$ cat config.mk
export PLATFORM = sky130hd
export DESIGN_NAME = friet_pc_inverse_permutation
export DESIGN_NICKNAME = d
export VERILOG_FILES = /design/src/rtl/friet_pkg.sv /design/src/rtl/friet_pc_inverse_round.sv /design/src/rtl/friet_pc_inverse_permutation.sv
export SDC_FILE = /design/constraint.sdc
export NUM_CORES = 1
export LEC_CHECK = 0
export BUFFER_PORTS_ARGS = -buffer_cell sky130_fd_sc_hd__buf_2
export CAP_MARGIN = 20
export CELL_PAD_IN_SITES_DETAIL_PLACEMENT = 0
export CELL_PAD_IN_SITES_GLOBAL_PLACEMENT = 2
export CORE_MARGIN = 1
export CORE_UTILIZATION = 33
export CTS_CLUSTER_DIAMETER = 120
export CTS_CLUSTER_SIZE = 16
export DETAILED_ROUTE_END_ITERATION = 8
export GPL_TIMING_DRIVEN = 1
export PLACE_DENSITY = 0.8
export SLEW_MARGIN = 20
export SYNTH_ARGS = -nofsm -noshare
export SYNTH_HDL_FRONTEND = slang
export SYNTH_SLANG_ARGS = --single-unit
$ cat constraint.sdc
create_clock -name clk -period 14.7 [get_ports clk]
set_input_delay 0 -clock clk [delete_from_list [all_inputs] [get_ports clk]]
set_output_delay 0 -clock clk [all_outputs]
set_load 0.02 [all_outputs]
$ cat src/rtl/friet_pkg.sv
// Shared Friet-PC definitions: state geometry, round-constant table, FSM encoding
// and lane helpers used by the inverse round datapath.
package friet_pkg;

    localparam int FRIET_STATE_W = 384;
    localparam int FRIET_LANE_W  = 128;
    localparam int FRIET_RC_W    = 5;
    localparam int FRIET_RC_N    = 24;
    localparam int FRIET_IDX_W   = $clog2(FRIET_RC_N);

    typedef logic [FRIET_LANE_W-1:0] lane_t;

    typedef enum logic [1:0] {
        FSM_IDLE = 2'd0,
        FSM_RUN  = 2'd1,
        FSM_DONE = 2'd2
    } fsm_e;

    // Same table the forward engine walks upward; the inverse engine walks it downward.
    localparam logic [FRIET_RC_W-1:0] FRIET_RC [0:FRIET_RC_N-1] = '{
        5'h01, 5'h12, 5'h05, 5'h14, 5'h0B, 5'h16, 5'h09, 5'h1A,
        5'h03, 5'h18, 5'h0D, 5'h1E, 5'h07, 5'h10, 5'h0F, 5'h11,
        5'h0A, 5'h1C, 5'h06, 5'h13, 5'h0E, 5'h19, 5'h04, 5'h17
    };

    // Result bit i takes x[(i+k) mod 128].
    function automatic lane_t lane_fetch(input lane_t x, input int unsigned k);
        lane_fetch = (x >> k) | (x << (FRIET_LANE_W - k));
    endfunction

    function automatic lane_t rc_mask(input logic [FRIET_RC_W-1:0] rc);
        lane_t m;
        m = '0;
        for (int k = 0; k < 4; k++) begin
            m[4*k]      = rc[k] & ~rc[4];
            m[16 + 4*k] = rc[k] &  rc[4];
        end
        return m;
    endfunction

    function automatic logic [FRIET_RC_W-1:0] rc_lookup(input logic [FRIET_IDX_W-1:0] idx);
        logic [FRIET_RC_W-1:0] rc;
        if (idx < FRIET_IDX_W'(FRIET_RC_N)) begin
            rc = FRIET_RC[idx];
        end else begin
            rc = 5'h00;
        end
        return rc;
    endfunction

endpackage

$ cat src/rtl/friet_pc_inverse_round.sv
// One combinational inverse Friet-PC round: maps a forward-round output back to its
// input for the given round constant. Lanes are a=[127:0], b=[255:128], c=[383:256].
module friet_pc_inverse_round
    import friet_pkg::*;
(
    input  logic [FRIET_STATE_W-1:0] state_i,
    input  logic [FRIET_RC_W-1:0]    rc_i,
    output logic [FRIET_STATE_W-1:0] state_o
);

    lane_t a_in_s;
    lane_t b_in_s;
    lane_t c_in_s;
    lane_t t_s;
    lane_t f_s;
    lane_t a_out_s;
    lane_t cp_s;
    lane_t b_out_s;
    lane_t c_out_s;

    // Undo mixing, then the lane shuffle, then strip the round constant.
    always_comb begin
        a_in_s  = state_i[FRIET_LANE_W-1:0];
        b_in_s  = state_i[2*FRIET_LANE_W-1:FRIET_LANE_W];
        c_in_s  = state_i[3*FRIET_LANE_W-1:2*FRIET_LANE_W];
        t_s     = a_in_s ^ (lane_fetch(c_in_s, 61) & lane_fetch(b_in_s, 92));
        f_s     = b_in_s ^ c_in_s ^ t_s;
        a_out_s = c_in_s ^ lane_fetch(f_s, 48);
        // a[i-1] is a fetch of +127 modulo the lane width.
        cp_s    = f_s ^ lane_fetch(a_out_s, 127);
        b_out_s = t_s ^ a_out_s ^ cp_s;
        c_out_s = cp_s ^ rc_mask(rc_i);
        state_o = {c_out_s, b_out_s, a_out_s};
    end

endmodule

$ cat src/rtl/friet_pc_inverse_permutation.sv
// Iterative inverse Friet-PC permutation: one inverse round per clock, round
// constants consumed from ROUNDS-1 down to 0, valid/ready on both sides.
module friet_pc_inverse_permutation
    import friet_pkg::*;
#(
    parameter int ROUNDS = 24
) (
    input  logic                     clk,
    input  logic                     rst,
    input  logic                     in_valid,
    output logic                     in_ready,
    input  logic [FRIET_STATE_W-1:0] in_state,
    output logic                     out_valid,
    input  logic                     out_ready,
    output logic [FRIET_STATE_W-1:0] out_state,
    output logic                     busy
);

    localparam logic [FRIET_IDX_W-1:0] IDX_LAST = FRIET_IDX_W'(ROUNDS - 1);

    fsm_e                     fsm_q;
    fsm_e                     fsm_d;
    logic [FRIET_IDX_W-1:0]   idx_q;
    logic [FRIET_IDX_W-1:0]   idx_d;
    logic [FRIET_STATE_W-1:0] state_q;
    logic [FRIET_STATE_W-1:0] state_d;
    logic [FRIET_STATE_W-1:0] round_s;
    logic [FRIET_RC_W-1:0]    rc_s;
    logic                     in_ready_q;
    logic                     in_ready_d;
    logic                     out_valid_q;
    logic                     out_valid_d;
    logic                     busy_q;
    logic                     busy_d;

    assign rc_s = rc_lookup(idx_q);

    friet_pc_inverse_round u_round (
        .state_i (state_q),
        .rc_i    (rc_s),
        .state_o (round_s)
    );

    // Next-state, round counter and state register update.
    always_comb begin
        fsm_d   = fsm_q;
        idx_d   = idx_q;
        state_d = state_q;
        case (fsm_q)
            FSM_IDLE: begin
                if (in_valid) begin
                    fsm_d   = FSM_RUN;
                    idx_d   = IDX_LAST;
                    state_d = in_state;
                end else begin
                    fsm_d   = FSM_IDLE;
                end
            end
            FSM_RUN: begin
                state_d = round_s;
                // Counter stops at zero; the last round hands over to DONE.
                if (idx_q == {FRIET_IDX_W{1'b0}}) begin
                    fsm_d = FSM_DONE;
                end else begin
                    idx_d = idx_q - FRIET_IDX_W'(1);
                end
            end
            FSM_DONE: begin
                if (out_ready) begin
                    fsm_d = FSM_IDLE;
                end else begin
                    fsm_d = FSM_DONE;
                end
            end
            default: begin
                fsm_d = FSM_IDLE;
                idx_d = IDX_LAST;
            end
        endcase
    end

    // Handshake flags are registered, decoded from the upcoming state.
    always_comb begin
        in_ready_d  = 1'b0;
        out_valid_d = 1'b0;
        busy_d      = 1'b0;
        case (fsm_d)
            FSM_IDLE: in_ready_d  = 1'b1;
            FSM_RUN:  busy_d      = 1'b1;
            FSM_DONE: out_valid_d = 1'b1;
            default:  in_ready_d  = 1'b0;
        endcase
    end

    // State and flag registers with asynchronous reset.
    always_ff @(posedge clk or posedge rst) begin
        if (rst) begin
            fsm_q       <= FSM_IDLE;
            idx_q       <= IDX_LAST;
            state_q     <= '0;
            in_ready_q  <= 1'b1;
            out_valid_q <= 1'b0;
            busy_q      <= 1'b0;
        end else begin
            fsm_q       <= fsm_d;
            idx_q       <= idx_d;
            state_q     <= state_d;
            in_ready_q  <= in_ready_d;
            out_valid_q <= out_valid_d;
            busy_q      <= busy_d;
        end
    end

    assign in_ready  = in_ready_q;
    assign out_valid = out_valid_q;
    assign busy      = busy_q;
    assign out_state = state_q;

endmodule
==> Word-level counts from Yosys, hierarchy flattened <==
Memories as Yosys holds them, arrays and structs flattened.
Index checks and enable logic that the tools add are counted.
{ "totals": {"ff_bits": 394, "mem_bits_ro": 160, "input_bits": 388, "output_inout_bits": 387, "wordCells": 61, "mem_count": 1} }
{ "mem_list": {"columns": ["memory", "words", "word_bits", "read_ports", "rd_clocked_by_memory_dff", "wr", "line_no", "text"], "rows": [
  ["(no name shown)", 32, 5, 1, 0, 0, "friet_pkg.sv:44", "rc = FRIET_RC[idx];"]
]} }
{ "op_classes": {"add_sub_neg": 1, "n_lt_le_gt_ge": 2, "eq_ne": 6, "mux": 15, "n_bitwise": 24, "reduce_logical": 6} }
{ "op_table": {"columns": ["op", "n"], "rows": [
  ["128-bit XOR", 7],
  ["384-bit case mux with 2 select lines", 1],
  ["384-bit 2-to-1 mux", 1],
  ["128-bit bitwise AND", 1],
  ["1-bit by 128-bit OR with 128-bit output", 1],
  ["36-bit by 128-bit OR with 128-bit output", 1],
  ["67-bit by 128-bit OR with 128-bit output", 1],
  ["80-bit by 128-bit OR with 128-bit output", 1],
  ["128-bit by 29-bit XOR with 128-bit output", 1],
  ["5-bit 2-to-1 mux", 5],
  ["5-bit case mux with 3 select lines", 1],
  ["1-bit bitwise AND", 8],
  ["6-bit >= comparator, second input constant", 1],
  ["5-bit inverter with 6-bit output", 1],
  ["2-bit case mux with 3 select lines", 1],
  ["5-bit logical NOT", 1],
  ["5-bit < comparator, second input constant", 1],
  ["5-bit by 1-bit subtractor with 5-bit output, second input constant", 1],
  ["2-bit by 1-bit == test with 1-bit output, second input constant", 2],
  ["2-bit == test, second input constant", 2],
  ["2-bit logical NOT", 2],
  ["1-bit 2-to-1 mux", 4],
  ["2-bit 2-to-1 mux", 2],
  ["2-bit inequality test, second input constant", 2],
  ["other kinds (4)", 5]
]} }

==> Depth between registers and ports, before layout <==
{ "depth": {"ltp_word": 10, "ltp_mapped": 8} }

==> By module <==
Synthesis repeated with hierarchy kept, for this count alone.
{ "hier_totals": {"cells_unflattened": 2801, "area_unflattened_um2": 28449.8} }
{ "by_module_without_submodules": {"columns": ["module", "instances", "cells_each", "area_each_um2", "seq_area_each_um2"], "rows": [
  ["friet_pc_inverse_permutation", 1, 1747, 18206.2, 9865.7],
  ["friet_pc_inverse_round", 1, 1054, 10243.6, 0.0]
]} }

==> Worst setup path before layout <==
Ideal clock, no wire load.
{ "synth_timing": {"path_kind": "register to register", "from": "register idx_q[0]", "to": "register state_q[276], in the netlist out_state[276]", "setup_ns": 0.118, "arrival_time_ns": 2.168, "required_ns": 14.582, "setup_slack_ns": 12.414, "stages_incl_launch_ff": 9, "path_buffers": 1, "period_less_slack_ns": 2.286, "cell_sequence": "dfstp_2 clkbuf_1 clkinv_1 ha_1 mux2i_1 a32oi_1 a21oi_1 xnor3_1 a21o_1"} }
{ "synth_via": {"elab_chain_len": 8, "word_cells_on_any_way": 9, "classes_between": "1 x order compare; 4 x mux; 3 x bitwise; 1 x memory"} }
{ "synth_rtl": {"columns": ["element", "line_no", "text"], "rows": [
  ["start, declared", "friet_pc_inverse_permutation.sv:23", "logic [FRIET_IDX_W-1:0] idx_q;"],
  ["start signal, assigned", "friet_pc_inverse_permutation.sv:106", "idx_q <= idx_d;"],
  ["5-bit inverter with 6-bit output (not written as such)", "friet_pkg.sv:44", null],
  ["memory read 32 x 5 bit", null, null],
  ["5-bit 2-to-1 mux (not written as such) (2 in a row)", "friet_pkg.sv:44", null],
  ["5-bit 2-to-1 mux *", "friet_pkg.sv:43", "if (idx < FRIET_IDX_W'(FRIET_RC_N)) begin"],
  ["1-bit bitwise AND *", "friet_pkg.sv:36", "m[16 + 4*k] = rc[k] & rc[4];"],
  ["128-bit by 29-bit XOR with 128-bit output *", "friet_pc_inverse_round.sv:32", "c_out_s = cp_s ^ rc_mask(rc_i);"],
  ["384-bit case mux with 2 select lines *", "friet_pc_inverse_permutation.sv:49", "case (fsm_q)"],
  ["end signal, assigned", "friet_pc_inverse_permutation.sv:107", "state_q <= state_d;"],
  ["end, declared", "friet_pc_inverse_permutation.sv:25", "logic [FRIET_STATE_W-1:0] state_q;"]
]} }
Every way passes the cells marked *; elsewhere a longest branch is shown, timed or not. The select of a mux whose other input is x is not followed.
A chain may end at the register's enable or synchronous reset.

==> Worst setup path in the final report <==
{ "layout_timing": {"from": "register fsm_q[1]", "to": "register state_q[357], in the netlist out_state[357]"} }
{ "layout_via": {"elab_chain_len": 3, "word_cells_on_any_way": 6, "classes_between": "2 x eq/ne; 1 x mux; 3 x reduce/logical"} }
{ "layout_rtl": {"columns": ["element", "line_no", "text"], "rows": [
  ["start, declared", "friet_pc_inverse_permutation.sv:21", "fsm_e fsm_q;"],
  ["start signal, assigned", "friet_pc_inverse_permutation.sv:105", "fsm_q <= fsm_d;"],
  ["2-bit by 1-bit == test with 1-bit output or 2-bit logical NOT (tied branches)", "friet_pc_inverse_permutation.sv:49", null],
  ["2-bit nonzero test (no line) or 2-bit inequality test (tied branches)", null, null],
  ["2-bit AND reduction (no line)", null, null]
]} }
Several ways; a longest one is shown, not always the timed one.

==> results.env <==
RSZ0062_AT_GRT='false'
REG2REG_SETUP_SLACK_NS=9.66
FINAL_LAYOUT_SIZE_SUFFIX_GT1_SHARE_PCT=22.30
NUM-NETS-FINAL=4229
CAP_VIOLATIONS=0
CLOCK_SKEW_NS=0.02545
SETUP_VIOLATORS_FINAL=0
FINAL-MAX-SLEW-VIOLATION-COUNT=0
CTS_TREE='done'
WORSTPATHCELLLIST='buf_4, clkinv_2, nand2_4, buf_4, o22a_1, o22ai_1, a21oi_1'
FINAL.MIN_CLOCK_PERIOD_NS=5.042
NETLIST_AREA_UM2=29360
OVERFLOW=0
DRTITER0DRC=3066
DESIGN.CORE.AREA_UM2=88240
NUMBER_OF_SYNTHESIZED_FLOPS_WITH_AN_ENABLE_PIN=0
CRITICAL-PATH-TOP-DELAY-FAMILY='buffers and inverters'
CLOCK_TREE.ROOT_CELL='sky130_fd_sc_hd__clkbuf_16'
AVGVIACOUNTPERCELL=5.706
MOSTFREQUENTLAYOUTCELLS='sky130_fd_sc_hd__buf_2 (773), sky130_fd_sc_hd__nand2_1 (393), sky130_fd_sc_hd__dfrtp_1 (387)'
CRITPATHMAXSTAGEDELAY_NS=1.03
WORST_SKEW_PAIR.LATE_LATENCY_NS=0.63
CTS_MADE_BUFFERS=28
HOLD_PATH_CLASS='in -> async'
PATH_MAX_FANOUT=82
GR-USAGE-ALL-LAYERS_PCT=36.35
ROUTED_WIRELENGTH_MM=169.0
FMAX_MHz=198.3
WORST_SETUP_PATH_END_KIND='flop'
PLACE.DETAILED.HPWL_MM=129.2
HOLD_VIOLATIONS=0
FINAL.PERIOD_UTILIZATION_PCT=34.30
CLK_TRANSITION_REPORTED_PATHS_NS=0.09
START_UTIL_PCT=33.27
STATUS='finished, final reports clean'
ANTENNA_LEFT=0
R2R-START='fsm_q[1]'
CTS.SINK_COUNT=394
CP_COMMON_CELL='sky130_fd_sc_hd__buf_4'
FIN_SETUP_TNS_NS=0
POST_SYNTHESIS_CELL_COUNT=2875
YOSYS_MOST_USED_DFF='sky130_fd_sc_hd__dfrtp_1'
POST-ROUTE-DRC-COUNT=0
ROUTED_WL_PER_CELL_UM=33.68
SYNTHESIS.YOSYS.WARNINGS=0
DIE_W_UM=300.3
AREA_DELTA_SYNTH_FINAL_PCT=31.75
DIE-AREA_UM2=90160
CP-START-KIND='flop'
GRT_MAX_DEGREE=149
CP.ARRIVAL_NS=5.59
CHIPHEIGHT_UM=300.3
PIN_COUNT=775
CRITICAL_PATH.SLOWEST_CELL='sky130_fd_sc_hd__nand2_4'
WORST_RELATIVE_SLEW_SLACK_PCT=25.53
WORST_EP_REQUIRED_TIME_NS=15.24
POSTSYNTH.ASYNCRESETSHARE_PCT=100.0
ANTENNA_FOUND_INITIAL=9
CTSHTREEMAXLEVEL=1
GP_CONGESTION=0.9233
DRTPASS1ITERATIONS=6
TIMING.RR.END='out_state[357]'
YS_SEQ_AREA_SHARE_PCT=33.60
CTS-ROOT-TO-SINK-BUFFERS=3
FLOPS_LATCHES_SYNTH=394
ROWS=109
NUMBER_OF_BUFFERS_ADDED_ON_PORTS=774
DR_TOTAL_VIAS=28638
WORSTMARGINPINSLEW_NS=1.117
GRT_PASS1_WL_MM=227.7
WORST-R2R-CELL-COUNT=7
SYNTH.NET_COUNT=3268
WORST-SETUP-PATH-TYPE='reg -> reg'
CTSRESIZECOUNT=0
AVERAGE_CELL_AREA_AFTER_SYNTHESIS_UM2=10.21
YOSYSUNIQUECELLTYPES=49
CP.BUFFERS_INVERTERS=3
MOSTFREQUENTLAYOUTCELL='sky130_fd_sc_hd__buf_2'
GRT_PASS1_VIAS=27467
## per-layer routing
metal | share of wire (%) | global-route usage, % | vias to the layer above | routed length (um)
li1 | - | - | 12221 | -
met1 | 40 | 47.76 | 14495 | 67860
met2 | 46 | 58.51 | 1641 | 78560
met3 | 8.0 | 6.099 | 277 | 13610
met4 | 5.3 | 16.64 | 4 | 8998
met5 | 0.015 | 0 | - | 26
## state kept, by name, indices dropped and copies added (netlist names)
name       cells
out_state    384
idx_q          5
fsm_q          2
busy           1
in_ready       1
out_valid      1
## worst max path at each step
stage / start / endpoint / cells past startpoint
floorplan: rst / busy / 1
global placement: fsm_q[1] / out_state[356] / 7
detailed placement: fsm_q[1] / out_state[360] / 7
CTS: fsm_q[1] / out_state[357] / 7
global route: fsm_q[1] / out_state[356] / 7
finish: fsm_q[1] / out_state[357] / 7
## repair_timing
item	4_1_cts	5_1_grt
endpoints found under the hold margin	471	0
buffers inserted	0	0
hold buffers	386	0
## synth_stat cells (10+ instances only)
library cell	n	area, um^2
sky130_fd_sc_hd__xor3_1	11	261.5
sky130_fd_sc_hd__o22ai_1	106	663.1
sky130_fd_sc_hd__clkbuf_1	231	867.1
sky130_fd_sc_hd__xor2_1	202	1769
sky130_fd_sc_hd__buf_1	10	37.54
sky130_fd_sc_hd__a221o_1	81	810.8
sky130_fd_sc_hd__xnor3_1	241	5428
sky130_fd_sc_hd__clkbuf_2	13	65.06
sky130_fd_sc_hd__a31oi_1	28	175.2
sky130_fd_sc_hd__dfrtp_1	389	9734
sky130_fd_sc_hd__xnor2_1	195	1708
sky130_fd_sc_hd__a22oi_1	111	833.3
sky130_fd_sc_hd__mux2i_1	121	1211
sky130_fd_sc_hd__o22a_1	104	910.9
sky130_fd_sc_hd__o21ai_0	130	650.6
sky130_fd_sc_hd__o21a_1	20	150.1
sky130_fd_sc_hd__and3_1	22	137.6
sky130_fd_sc_hd__nor2_1	147	551.8
sky130_fd_sc_hd__a21oi_1	224	1121
sky130_fd_sc_hd__nand2_1	397	1490
## metrics by stage
step	instances	cell area (um^2)	utilization, %	hold WS, ns	setup WS [ns]
after floorplan	2875	29360	-	0.08627	3.754
after global placement	4584	34010	38.54	0.1775	9.777
after detailed placement	4584	34010	38.54	0.1713	9.801
after CTS	5011	38640	43.79	0.05666	9.771
after global routing	5013	38670	43.82	0.1132	9.465
final	5019	38680	43.84	0.04749	9.658
## worst register-to-register path, delay by kind of cell, from the launching register on
kind | cells | cell delay (ns)
and+or+nand+nor | 1 | 1.03
AOI/OAI and AO/OA | 3 | 0.57
buffers and inverters | 3 | 2.51
DFF | 1 | 0.85
## area by class of cell
cell class	count	area [um^2]
fillers	8700	49560
multi-input cells	2213	18520
flip-flops and latches	394	9873
repair buffers	1191	7998
well taps	1165	1458
clock buffers	40	767.0
inverters	8	40.04
diodes	7	17.52
clock inverters	1	7.507
## kinds of logic (layout without fill, tap and decap cells)
kind of cell | after synthesis | in the layout | synth area share, %
AOI/OAI and AO/OA | 835 | 835 | 18.95
xor gates and xnor gates | 652 | 652 | 31.44
and+or+nand+nor | 600 | 600 | 8.153
DFF | 394 | 394 | 33.60
buffers and inverters | 268 | 1240 | 3.516
muxes | 121 | 121 | 4.125
adders and majority gates | 5 | 5 | 0.2131
other | 0 | 7 | 0
Power is not shown: default switching activity piles up to over one toggle a cycle in this logic, so the estimate is an artifact.
